--- src/rtl/lsu_mem_unit.sv ---
// lsu_mem_unit: memory-stage load/store unit.
//
// Sits between the Mstage op bus and the Wstage result bus and talks to a
// variable-latency request/response data memory. Accepts one op at a time:
// IDLE -> (REQ -> WAIT ->) DONE -> IDLE. Stores are lane-shifted onto a
// word-aligned address with byte strobes. Loads are extracted from the
// returned word and sign or zero extended.
//
// Ports:
//   clk, rst        clock, synchronous active-high reset
//   s_valid/s_ready upstream op handshake; addr, wdata, wmask, wen, mvalid,
//                   mrtype are captured on acceptance
//   m_valid/m_ready downstream result handshake; rdata, m_fault stable
//                   while m_valid is high
//   mem_req_*       memory request (valid/ready, addr, wen, wdata, wstrb)
//   mem_rsp_*       one-cycle memory response (read data or write ack)
//
// Optional feature macro: LSU_MISALIGN_CHECK_EN
//   defined   -> misaligned half/word ops skip memory and report m_fault
//   undefined -> m_fault is 0; misaligned ops go to memory with the
//                lanes that fall past bit 31 dropped
module lsu_mem_unit #(
  parameter int ADDR_WIDTH = 32,
  parameter int DATA_WIDTH = 32
) (
  input  logic                  clk,
  input  logic                  rst,
  input  logic                  s_valid,
  output logic                  s_ready,
  input  logic [ADDR_WIDTH-1:0] addr,
  input  logic [DATA_WIDTH-1:0] wdata,
  input  logic [7:0]            wmask,
  input  logic                  wen,
  input  logic                  mvalid,
  input  logic [2:0]            mrtype,
  output logic                  m_valid,
  input  logic                  m_ready,
  output logic [DATA_WIDTH-1:0] rdata,
  output logic                  m_fault,
  output logic                  mem_req_valid,
  input  logic                  mem_req_ready,
  output logic [ADDR_WIDTH-1:0] mem_addr,
  output logic                  mem_wen,
  output logic [DATA_WIDTH-1:0] mem_wdata,
  output logic [3:0]            mem_wstrb,
  input  logic                  mem_rsp_valid,
  input  logic [DATA_WIDTH-1:0] mem_rsp_data
);

  localparam logic [1:0] IDLE = 2'd0;
  localparam logic [1:0] REQ  = 2'd1;
  localparam logic [1:0] WAIT = 2'd2;
  localparam logic [1:0] DONE = 2'd3;

  logic [1:0] state;
  logic [1:0] off_q;
  logic [2:0] mrtype_q;
  logic       accept;
  logic       misalign;
  logic       unused_ok;

  assign accept        = s_valid && s_ready;
  assign s_ready       = (state == IDLE);
  assign m_valid       = (state == DONE);
  assign mem_req_valid = (state == REQ);

  // Only the low nibble of wmask carries strobes in the default build.
  assign unused_ok = ^wmask[7:4];

  function automatic logic [DATA_WIDTH-1:0] extract(
    input logic [DATA_WIDTH-1:0] raw,
    input logic [1:0]            off,
    input logic [2:0]            rtype
  );
    logic [DATA_WIDTH-1:0] w;
    w = raw >> {off, 3'b000};
    case (rtype)
      3'd0:    extract = {{(DATA_WIDTH-8){w[7]}}, w[7:0]};
      3'd1:    extract = {{(DATA_WIDTH-16){w[15]}}, w[15:0]};
      3'd2:    extract = w;
      3'd3:    extract = {{(DATA_WIDTH-8){1'b0}}, w[7:0]};
      3'd4:    extract = {{(DATA_WIDTH-16){1'b0}}, w[15:0]};
      default: extract = '0;
    endcase
  endfunction

`ifdef LSU_MISALIGN_CHECK_EN
  logic is_half;
  logic is_word;
  logic fault_q;

  // Stores size themselves by wmask, loads by mrtype.
  always_comb begin
    is_half  = 1'b0;
    is_word  = 1'b0;
    misalign = 1'b0;
    if (mvalid) begin
      if (wen) begin
        is_half = (wmask == 8'h03);
        is_word = (wmask == 8'h0F);
      end else begin
        is_half = (mrtype == 3'd1) || (mrtype == 3'd4);
        is_word = (mrtype == 3'd2);
      end
      misalign = (is_half && addr[0]) || (is_word && (addr[1:0] != 2'b00));
    end
  end

  always_ff @(posedge clk) begin
    if (rst) begin
      fault_q <= 1'b0;
    end else if (accept) begin
      fault_q <= misalign;
    end else if (m_valid && m_ready) begin
      fault_q <= 1'b0;
    end
  end

  assign m_fault = fault_q;
`else
  assign misalign = 1'b0;
  assign m_fault  = 1'b0;
`endif

  always_ff @(posedge clk) begin
    if (rst) begin
      state     <= IDLE;
      rdata     <= '0;
      mem_addr  <= '0;
      mem_wdata <= '0;
      mem_wstrb <= '0;
      mem_wen   <= 1'b0;
      off_q     <= '0;
      mrtype_q  <= '0;
    end else begin
      case (state)
        IDLE: begin
          if (accept) begin
            off_q    <= addr[1:0];
            mrtype_q <= mrtype;
            if (!mvalid || misalign) begin
              state   <= DONE;
              rdata   <= '0;
              mem_wen <= 1'b0;
            end else begin
              state     <= REQ;
              mem_addr  <= {addr[ADDR_WIDTH-1:2], 2'b00};
              mem_wen   <= wen;
              mem_wdata <= wdata << {addr[1:0], 3'b000};
              mem_wstrb <= wmask[3:0] << addr[1:0];
            end
          end
        end
        REQ: begin
          if (mem_req_ready) state <= WAIT;
        end
        WAIT: begin
          // mem_wen still holds the op type; a store response is only an ack.
          if (mem_rsp_valid) begin
            state <= DONE;
            rdata <= mem_wen ? '0 : extract(mem_rsp_data, off_q, mrtype_q);
          end
        end
        default: begin
          if (m_ready) state <= IDLE;
        end
      endcase
    end
  end

endmodule

--- config.mk ---
export PLATFORM = sky130hd
export DESIGN_NAME = lsu_mem_unit
export DESIGN_NICKNAME = d
export VERILOG_FILES = /design/src/rtl/lsu_mem_unit.sv
export SDC_FILE = /design/constraint.sdc
export NUM_CORES = 1
export LEC_CHECK = 0
export BUFFER_PORTS_ARGS = -buffer_cell sky130_fd_sc_hd__buf_2
export CAP_MARGIN = 20
export CORE_UTILIZATION = 51
export DETAILED_ROUTE_END_ITERATION = 12
export PLACE_DENSITY = 0.85
export SLEW_MARGIN = 15
export SYNTH_ARGS = -nofsm -noshare
export SYNTH_HDL_FRONTEND = slang
export SYNTH_SLANG_ARGS = --single-unit
--- constraint.sdc ---
create_clock -name clk -period 3 [get_ports clk]
set_input_delay 0.15 -clock clk [delete_from_list [all_inputs] [get_ports clk]]
set_output_delay 0.15 -clock clk [all_outputs]
set_load 0.005 [all_outputs]
# [Word level (Yosys, flattened, before mapping)]
# Index checks and enable logic that the tools add are counted.
[word_totals] word_cells=44 regBits=106 in_bits=115
[op_classes] shifts=3 muxes=13 reduce_logical=9 eq_ne=11
[op_table] cell="one-hot mux 32 bit (5 select lines)" n=1
[op_table] cell="two-way mux 32 bit" n=4
[op_table] cell="one-hot mux 32 bit (2 select lines)" n=1
[op_table] cell="<< shifter 32 x 5 -> 32 bit" n=1
[op_table] cell=">> shifter 32 x 5 -> 32 bit" n=1
[op_table] cell="two-way mux 2 bit" n=5
[op_table] cell="AND reduction 4 bit" n=2
[op_table] cell="== test 3 x 2 -> 1 bit (second input constant)" n=2
[op_table] cell="one-hot mux 2 bit (3 select lines)" n=1
[op_table] cell="== test 2 bit (second input constant)" n=2
[op_table] cell="!= test 2 x 1 -> 1 bit (second input constant)" n=2
[op_table] cell="!= test 2 bit (second input constant)" n=2
[op_table] cell="nonzero test 4 bit" n=1
[op_table] cell="<< shifter 4 x 2 -> 4 bit" n=1
[op_table] cell="== test 3 x 1 -> 1 bit (second input constant)" n=1
[op_table] cell="== test 3 bit (second input constant)" n=1
[op_table] cell="zero test 3 bit" n=1
[op_table] cell="AND reduction 3 bit" n=1
[op_table] cell="== test 2 x 1 -> 1 bit (second input constant)" n=1
[op_table] cell="zero test 2 bit" n=1
[op_table] cell="AND reduction 2 bit" n=1
[op_table] cell="nonzero test 2 bit" n=1
[op_table] cell="logical AND 1 bit" n=1
[op_table] cell="two-way mux 1 bit" n=1

# [Logic depth before layout (Yosys ltp)]
[logic_depth] word_depth=5 depth_mapped=8

# [Least setup slack after synthesis]
# Ideal clock, no wire load.
[synth_path] path_type="reg2reg" from="reg state[0]" to="reg mem_addr[10]" t_arrival_ns=1.662 path_buffers=3 synth_period_minus_slack_ns=1.732 t_required_ns=2.930 path_slack_ns=1.268 path_stages_with_launch=9 setup_time_ns=0.070 cell_sequence="dfxtp_1 -> inv_1 -> ha_1 -> buf_2 -> nand3_1 -> clkbuf_1 -> clkbuf_1 -> nand2_1 -> a21oi_1"
[synth_between] elab_chain_cells=3
[synth_rtl] element="from (decl)" line_no="55" rtl="logic [1:0] state;"
[synth_rtl] element="from (signal assigned)" line_no="127" rtl="state <= IDLE;"
[synth_rtl] element="from (signal assigned)" line_no="142" rtl="state <= DONE;"
[synth_rtl] element="from (signal assigned)" line_no="146" rtl="state <= REQ;"
[synth_rtl] element="zero test 2 bit (*)" line_no="63" rtl="assign s_ready = (state == IDLE);"
[synth_rtl] element="via s_ready" line_no="29" rtl="output logic s_ready,"
[synth_rtl] element="logical AND 1 bit" line_no="62" rtl="assign accept = s_valid && s_ready;"
[synth_rtl] element="AND reduction 3 bit (no source line) (*)"
[synth_rtl] element="to (signal assigned)" line_no="147" rtl="mem_addr <= {addr[ADDR_WIDTH-1:2], 2'b00};"
[synth_rtl] element="to (decl)" line_no="42" rtl="output logic [ADDR_WIDTH-1:0] mem_addr,"
# The timed path passes the listed nets; every way through them passes the cells marked *.
# A chain may end at the register's enable or synchronous reset.

# [Worst setup path after layout]
[layout_path] from="reg off_q[1]" to="reg rdata[24]"
[layout_between] elab_chain_cells=5
[layout_rtl] element="from (decl)" line_no="56" rtl="logic [1:0] off_q;"
[layout_rtl] element="from (signal assigned)" line_no="139" rtl="off_q <= addr[1:0];"
[layout_rtl] element=">> shifter 32 x 5 -> 32 bit" line_no="76" rtl="w = raw >> {off, 3'b000};"
[layout_rtl] element="one-hot mux 32 bit (5 select lines)" line_no="77" rtl="case (rtype)"
[layout_rtl] element="two-way mux 32 bit" line_no="161" rtl="rdata <= mem_wen ? '0 : extract(mem_rsp_data, off_q, mrtype_q);"
[layout_rtl] element="two-way mux 32 bit" line_no="159" rtl="if (mem_rsp_valid) begin"
[layout_rtl] element="one-hot mux 32 bit (2 select lines)" line_no="136" rtl="case (state)"
[layout_rtl] element="to (signal assigned)" line_no="161"
[layout_rtl] element="to (decl)" line_no="38" rtl="output logic [DATA_WIDTH-1:0] rdata,"
# No other way between the ends. The select of a mux whose other input is x is not followed.

==> run_results.csv <==
group,metric,value,unit
floorplanning,dieArea,0.01013,mm^2
yosys,yosysSeqAreaShare,0.4276,
worst_setup_path,critPathSlowestCell,"dfxtp_1",
worst_setup_path,crit_type,"reg2reg",
worst_setup_path,crit_required,3.28,ns
cells_and_area,fin_area,0.006281,mm^2
pwr,p_per_area,570.4,mW/mm^2
clock_tree,clk_pin_slew,0.12,ns
clock_tree,cts_root_buffer,"clkbuf_8",
clock_tree,cts_buffers,9,
floorplanning,boundaryPins,220,
place,portBuffers,212,
worst_setup_path,reg2reg_slack,0.68,ns
routing,wl_per_cell,15.68,um
yosys,synth_seq_cells,106,
routing,drc_errors,0,
routing,drt_first_pass_iters,5,
place,dp_hpwl,10.34,mm
pwr,irDropWorstVdd,0.0003870,V
place,place.gp.congestion,0.9206,
timing,fin_tns_setup,0,ns
global_route,grt_use_total,0.2766,
cells_and_area,layout.cells.non_filler,900,
timing,slew_violations,0,
job,maxCapViolations,0,
floorplanning,die_w,100.6,um
yosys,netlist_area,0.004962,mm^2
cells_and_area,synthToLayoutAreaGrowth,26.58,%
yosys,synthArstFlopShare,0,
yosys,synthTopCellsByArea,"dfxtp_1, nand2_1, a21oi_1",
cells_and_area,post-route-util,0.6734,
yosys,yosysWarnings,0,
global_route,grt_max_degree,61,
timing,worst-slew-pin-transition,0.8739,ns
routing,wl,14.12,mm
place,placed_cells,878,
clock_tree,cts_tree,"yes",
timing,finalSetupViolCount,0,
cells_and_area,drive_gt1_frac,0.3359,
floorplanning,die_y,100.6,um
timing,clock_skew,0.01551,ns
yosys,yosysTopAreaCell,"dfxtp_1",
global_route,overflow,0,
yosys,yosysUniqueCellTypes,39,
worst_setup_path,cpPeakStageDelay,0.91,ns
cells_and_area,antennaDiodeCount,0,
routing,num_vias,5040,
timing,rsz0062_at_grt,"false",
worst_hold_path,hold_class,"in2reg",
worst_setup_path,cp-start-kind,"flop",
global_route,antenna_found_initial,0,
cells_and_area,layout_commonest_cell,"buf_2",
place,postPlaceCellArea,0.006027,mm^2
routing,drt_iter0_drc,244,
floorplanning,core_area,0.009328,mm^2
global_route,grt_pass1_vias,4776,
timing,slew_headroom,0.4166,
timing,clock.fmax,0.4307,GHz
pwr,leakagePower,2.885,nW
yosys,synth_ff_type,"dfxtp_1",
yosys,postSynthAreaPerCell,8.556,um^2
routing,wl_met1,5.895,mm
yosys,synth_edf_count,0,
timing,hold_viol,0,
worst_setup_path,crit_chain,"nor2_1, a221oi_1, nand4_1, nand3_1",
floorplanning,row_count,35,
cells_and_area,layout_common_cells,"buf_2, nand2_1, dfxtp_1",
routing,route.antenna.remaining_nets,0,
worst_setup_path,path_max_fanout,24,
run_status,status,"finished clean",
global_route,grt_pass1_wl,22.38,mm
timing,period_share,0.7739,
timing,min_period,2.322,ns
floorplanning,start_util,0.5320,
routing,route.met2.wl,6.860,mm
clock_tree,cts_buffer_depth,2,
worst_setup_path,cp_data_arrival_time,2.60,ns
clock_tree,cts.sinks,106,
yosys,synthDominantCellAreaShare,0.4276,
yosys,synthCells,580,
clock_tree,clkLatencyLatePin,0.37,ns
cells_and_area,layout.nets,885,
worst_setup_path,end_kind,"flop",
routing,route.met3.wl,808,um
clock_tree,htree_levels,3,
pwr,power,3.583,mW
routing,highest_layer,"met4",
routing,vias_per_cell,5.600,
stage by stage:
step           worst slack (ns)  hold slack [ns]
6_report                 0.6782         0.006749
5_1_grt                  0.4055         0.004648
4_1_cts                  0.7165         0.001195
3_5_place_dp             0.7252           0.3976
3_3_place_gp             0.8028           0.3897
2_1_floorplan             1.268           0.2679
sequential cells by signal, summed over array words and instances (netlist names):
name	count
off_q	2
mem_addr	30
rdata	32
mem_wstrb	4
mem_wdata	32
state	2
mrtype_q	3
mem_wen	1
cells by family after synthesis:
kind of cell / count (synthesis) / share of synthesized area
AO/OA/AOI/OAI: 121 / 0.1649
XOR/XNOR: 1 / 0.001765
adder cells (fa/ha/maj): 4 / 0.01009
buffers and inverters: 57 / 0.05144
flip-flops: 106 / 0.4276
multiplexers: 56 / 0.1349
other: 1 / 0.0007557
AND/OR/NAND/NOR: 234 / 0.2085
worst max-delay path: cells and delay by family (launching register included):
kind | cells | cell delay (ns)
flops | 1 | 0.91
simple gates | 3 | 1.01
compound gates | 1 | 0.31
power by group:
group	switching, mW	total, mW	leakage (nW)	internal [mW]
Combinational	0.620	1.07	1.93	0.447
Sequential	0.112	1.66	0.861	1.55
Clock	0.530	0.856	0.0955	0.326
Total	1.26	3.58	2.89	2.32
repair_timing:
action,CTS,global route
setup buffers,0,0
hold endpoints to repair,6,0
hold buffers,6,0
resized for setup,0,0
per-layer routing:
metal / GRT usage / vias up
li1: - / 2416
met1: 0.3488 / 2347
met2: 0.4663 / 227
met3: 0.04092 / 50
met4: 0.1304 / 0
met5: 0 / -
layout make-up:
| cell class | count | area [um^2] |
|---|---|---|
| clock buffers | 9 | 123.9 |
| clock inverters | 7 | 70.07 |
| fillers | 774 | 3047 |
| inverters | 5 | 18.77 |
| multi-input cells | 419 | 2599 |
| flip-flops and latches | 106 | 2122 |
| well taps | 129 | 161.4 |
| repair buffers | 225 | 1186 |
path summary, 6_finish.rpt:
| path | from | to | cells past startpoint |
|---|---|---|---|
| max | off_q[1] | rdata[24] | 4 |
| min | addr[6] | mem_addr[6] | 3 |
| max reg2reg | off_q[1] | rdata[24] | 4 |
| min reg2reg | mem_addr[10] | mem_addr[10] | 2 |
synth_stat cells, types with 4 or more instances:
cell	count
inv_1	5
mux2_1	8
mux2i_1	32
a22oi_1	9
buf_1	5
dfxtp_1	106
clkbuf_1	29
nor2_1	42
ha_1	4
o211ai_1	9
o2bb2ai_1	7
nand2_1	109
a211oi_1	9
a21oi_1	66
buf_4	5
buf_2	12
a32oi_1	15
mux4_2	7
nor2b_1	7
nand3_1	42
nor3_1	20
mux2_2	9
Note: power is estimated with default switching activity, not from simulation.
